==> config.mk <==
export PLATFORM = sky130hd
export DESIGN_NAME = lb_stencil_reader
export DESIGN_NICKNAME = d
export VERILOG_FILES = /design/src/rtl/lb_stencil_reader.sv
export SDC_FILE = /design/constraint.sdc
export NUM_CORES = 1
export LEC_CHECK = 0
export CORE_MARGIN = 5
export CORE_UTILIZATION = 30
export DETAILED_ROUTE_END_ITERATION = 7
export DONT_BUFFER_PORTS = 1
export GPL_ROUTABILITY_DRIVEN = 0
export PLACE_DENSITY = 0.5
export SETUP_SLACK_MARGIN = 0.02
export SYNTH_ARGS = -nofsm -noshare
export SYNTH_HDL_FRONTEND = slang
export SYNTH_SLANG_ARGS = --single-unit
==> constraint.sdc <==
create_clock -name CLK -period 3.3 [get_ports CLK]
set_input_delay 0.495 -clock CLK [delete_from_list [all_inputs] [get_ports CLK]]
set_output_delay 0.495 -clock CLK [all_outputs]
set_load 0.1 [all_outputs]
==> src/rtl/lb_stencil_reader.sv <==
// 2x2 stencil assembler behind the line buffer, with a drop-on-full output FIFO.
// Define LBSR_STATS_EN to add saturating win_count/drop_count outputs.
module lb_stencil_reader #(
  parameter int LWIDTH     = 8,
  parameter int LINE_LEN   = 8,
  parameter int FIFO_DEPTH = 4
) (
  input  logic                CLK,
  input  logic                RESET,
  input  logic [LWIDTH-1:0]   wdata,
  input  logic                wen,
  input  logic [LWIDTH-1:0]   lb_rdata,
  input  logic                lb_valid,
  output logic [4*LWIDTH-1:0] out_window,
  output logic                out_valid,
  input  logic                out_ready,
  output logic                overflow,
  output logic                busy
`ifdef LBSR_STATS_EN
  ,
  output logic [15:0]         win_count,
  output logic [15:0]         drop_count
`endif
);

  localparam int CW = $clog2(LINE_LEN);
  localparam int AW = $clog2(FIFO_DEPTH);
  localparam int WW = 4 * LWIDTH;
  localparam logic [CW-1:0] LAST = CW'(LINE_LEN - 1);

  typedef enum logic [1:0] {
    S_IDLE,
    S_PRIME,
    S_STREAM,
    S_DRAIN
  } state_t;

  state_t state;

  logic [CW-1:0]     col;
  logic              prev_ok;
  logic [LWIDTH-1:0] top_prev;
  logic [LWIDTH-1:0] bot_prev;

  logic [AW:0]       wr_ptr;
  logic [AW:0]       rd_ptr;
  logic [WW-1:0]     mem [FIFO_DEPTH];

  logic          form;
  logic [WW-1:0] win;
  logic          empty;
  logic          full;
  logic          pop;
  logic          push;
  logic          drop;

  assign form  = wen & lb_valid & prev_ok & (col != '0);
  assign win   = {top_prev, lb_rdata, bot_prev, wdata};
  assign empty = (wr_ptr == rd_ptr);
  assign full  = (wr_ptr[AW] != rd_ptr[AW]) &&
                 (wr_ptr[AW-1:0] == rd_ptr[AW-1:0]);
  assign pop   = out_ready & ~empty;
  // A same-cycle pop frees the head slot, so a full FIFO still accepts
  assign push  = form & (~full | pop);
  assign drop  = form & full & ~pop;

  assign out_valid  = ~empty;
  assign out_window = empty ? '0 : mem[rd_ptr[AW-1:0]];

  always_ff @(posedge CLK or posedge RESET) begin
    if (RESET) begin
      col      <= '0;
      prev_ok  <= 1'b0;
      top_prev <= '0;
      bot_prev <= '0;
    end else if (wen) begin
      top_prev <= lb_rdata;
      bot_prev <= wdata;
      if (col == LAST) begin
        col     <= '0;
        prev_ok <= 1'b0;
      end else begin
        col     <= col + CW'(1);
        prev_ok <= lb_valid;
      end
    end
  end

  always_ff @(posedge CLK or posedge RESET) begin
    if (RESET) begin
      wr_ptr   <= '0;
      rd_ptr   <= '0;
      overflow <= 1'b0;
    end else begin
      if (push)
        wr_ptr <= wr_ptr + (AW+1)'(1);
      if (pop)
        rd_ptr <= rd_ptr + (AW+1)'(1);
      if (drop)
        overflow <= 1'b1;
    end
  end

  always_ff @(posedge CLK) begin
    if (push)
      mem[wr_ptr[AW-1:0]] <= win;
  end

  always_ff @(posedge CLK or posedge RESET) begin
    if (RESET) begin
      state <= S_IDLE;
      busy  <= 1'b0;
    end else begin
      unique case (state)
        S_IDLE: begin
          if (wen) begin
            state <= lb_valid ? S_STREAM : S_PRIME;
            busy  <= 1'b1;
          end
        end
        S_PRIME: begin
          if (wen && lb_valid) begin
            state <= S_STREAM;
          end else if (!wen) begin
            state <= S_IDLE;
            busy  <= 1'b0;
          end
        end
        S_STREAM: begin
          if (!wen && lb_valid) begin
            state <= S_DRAIN;
          end else if (!wen) begin
            state <= S_IDLE;
            busy  <= 1'b0;
          end
        end
        S_DRAIN: begin
          if (!lb_valid) begin
            state <= S_IDLE;
            busy  <= 1'b0;
          end else if (wen) begin
            state <= S_STREAM;
          end
        end
      endcase
    end
  end

`ifdef LBSR_STATS_EN
  always_ff @(posedge CLK or posedge RESET) begin
    if (RESET) begin
      win_count  <= '0;
      drop_count <= '0;
    end else begin
      if (push && win_count != 16'hFFFF)
        win_count <= win_count + 16'd1;
      if (drop && drop_count != 16'hFFFF)
        drop_count <= drop_count + 16'd1;
    end
  end
`endif

endmodule

==> flow_metrics.tcl <==
set metrics [dict create \
    cts_tree "built" \
    ctsResizeCount 0 \
    skew_ns 0.008907 \
    syn_area_sq_um 6365 \
    cp_slowest_cell "buf_4" \
    fmax_mhz 341.3 \
    h-tree-depth 4 \
    rsz0062_at_grt "no" \
    nets 405 \
    ys_types 35 \
    finalMaxSlewViolations 0 \
    synth_cells 325 \
    fin_crit_sh 0.8878 \
    dieArea_sq_um 24230 \
    boundaryPins 56 \
    core-area_sq_um 20960 \
    ys_warn_count 0 \
    ant_nets 0 \
    synth_ff_type "edfxtp_1" \
    critical_path_class "reg -> out" \
    setup_viol_count_final 0 \
    clkSlewWorstSetupHoldPaths_ns 0.06 \
    cp_max_fo 34 \
    cpPeakStageDelay_ns 0.61 \
    drt_pre_antenna_iters 4 \
    cpMostUsedCell "buf_4" \
    clock_latency_ns 0.42 \
    via_per_inst 4.564 \
    grt_pass1_vias 3273 \
    clock_path_buffers 2 \
    die_h_microns 155.7 \
    avgSynthCellArea_sq_um 19.58 \
    numClockSinks 158 \
    syn_to_final_growth_pct 23.59 \
    fin_crit_ns 2.930 \
    synthTopCellsByArea "edfxtp_1 (60%), dfrtp_1 (12%), mux4_2 (11%)" \
    crit_buf_inv 2 \
    grt_max_degree 35 \
    nFillCells 1962 \
    hold_path_class "in -> async" \
    tns_ns 0 \
    ys_seq_elements 158 \
    cp-start-kind "flip-flop" \
    worst-endpoint-arrival_ns 2.43 \
    track_usage 0.1142 \
    critical-path-top-delay-family "buffers and inverters" \
    yosysTopAreaCellShare 0.6039 \
    reg2regPathDepth 7 \
    drv_cap 0 \
    drt_iter0_drc 173 \
    end_kind "output port" \
    root_buffer "clkbuf_16" \
    placementRows 53 \
    worst_slew_pin_slew_ns 0.9563 \
    hold_violations 0 \
    cts_buffers 17 \
    grt-ovfl-total 0 \
    outcome "complete, no violations" \
    post_cts_buffers 0 \
    ff2ff_setup_slack_ns 0.99 \
    synthTopCellsByCount "edfxtp_1 (128), and2_1 (35), mux4_2 (32)" \
    synth_top_area_cell "edfxtp_1" \
    cp_cell_sequence "buf_4 > mux4_2 > and2_1 > buf_4" \
    synth_most_common_cell "edfxtp_1" \
    grt_pass1_wl_microns 20200 \
    hold_buffers 0 \
    crit_required_ns 2.80 \
    antenna_found_initial 0 \
    wl_per_cell_microns 19.60 \
    port_buffers 0 \
    drive_above_1_share 0.3385 \
    drt-total-wl_microns 12920 \
    async_flop_share 0.1899 \
    start_util 0.3037 \
    drc 0 \
    path_depth 4 \
    max-slew-margin-rel 0.3624 \
    synthesis.nets 359 \
    ys_seq_area_frac 0.7218 \
    diodes 0 \
    synth_edf_count 128 \
    dp.final_hpwl_microns 7687 \
    die_w_microns 155.7 \
    vias 3008 \
]
==> placed cells by master, fill, tap and decap left out, types with 3 or more instances in the layout <==
cell type,count
a21oi_1,3
and2_1,32
and2_2,3
buf_12,30
buf_4,12
clkbuf_16,17
clkbuf_8,3
clkinvlp_4,3
dfrtp_1,28
edfxtp_1,128
ha_1,13
inv_1,10
mux2_2,18
mux4_2,32
nand2_1,5
nor2_1,3
o21ai_0,5
xnor2_1,3
xor2_1,3
==> worst reg2reg max path, delay by kind of cell, from the launching register on <==
family | cells | cell delay, ns
flops | 1 | 0.37
compound gates | 1 | 0.31
simple gates | 2 | 0.50
fa+ha+maj | 1 | 0.19
buf+inv | 3 | 0.57
==> final cells by class <==
| cell class | instances | area (sq um) | area share |
|---|---|---|---|
| clock buffers | 22 | 474.2 | 0.06028 |
| clock inverters | 10 | 87.58 | 0.01113 |
| inverters | 10 | 37.54 | 0.004772 |
| multi-input cells | 142 | 1635 | 0.2079 |
| flip-flops and latches | 158 | 4597 | 0.5844 |
| well taps | 275 | 344.1 | 0.04374 |
| repair buffers | 42 | 690.7 | 0.08780 |
==> cells by family (layout without fill, tap and decap cells) <==
family / count (synthesis) / count (layout) / synth area share
flip-flops: 158 / 158 / 0.7218
multiplexers: 51 / 51 / 0.1474
AND/OR/NAND/NOR: 51 / 51 / 0.05111
buffers and inverters: 25 / 84 / 0.02182
AO/OA/AOI/OAI: 20 / 20 / 0.02143
adder cells (fa/ha/maj): 13 / 13 / 0.02556
XOR/XNOR: 7 / 7 / 0.01081
==> flip-flops by register name, summed over array words and instances (netlist names) <==
signal and cells:
state 2, col 3, bot_prev 8, wr_ptr 3, rd_ptr 3, mem 128, busy 1, overflow 1
prev_ok 1, top_prev 8
==> metal layers <==
| metal | part of all wire | track usage |
|---|---|---|
| met4 | 0.013 | 0.04127 |
| met1 | 0.42 | 0.1407 |
| met3 | 0.054 | 0.04189 |
| met2 | 0.51 | 0.1856 |
| met5 | 0 | 0 |
==> stage by stage <==
| step | instances | setup WS (ns) | util | hold slack [ns] | area (sq um) |
|---|---|---|---|---|---|
| 5_1_grt | 659 | 0.1931 | 0.3754 | 0.09406 | 7866 |
| 3_3_place_gp | 627 | 0.7606 | 0.3486 | 0.4761 | 7305 |
| 4_1_cts | 659 | 0.2969 | 0.3754 | 0.06828 | 7866 |
| 2_1_floorplan | 325 | 0.6519 | - | 0.4555 | 6365 |
| 3_5_place_dp | 627 | 0.7627 | 0.3486 | 0.4814 | 7305 |
| 6_report | 659 | 0.3703 | 0.3754 | 0.06245 | 7866 |
==> final timing paths <==
kind                           start        endpoint
min                            RESET     top_prev[3]
max in group asynchronous      RESET       rd_ptr[0]
max reg2reg                   col[0]       mem[0][9]
min reg2reg                wr_ptr[2]       wr_ptr[2]
max                        rd_ptr[0]  out_window[24]
min in group CLK            wdata[4]       mem[0][4]
Power is left out: the tool's default activity adds up to more than one toggle a clock period on the data nets, which glitch-free logic cannot reach.
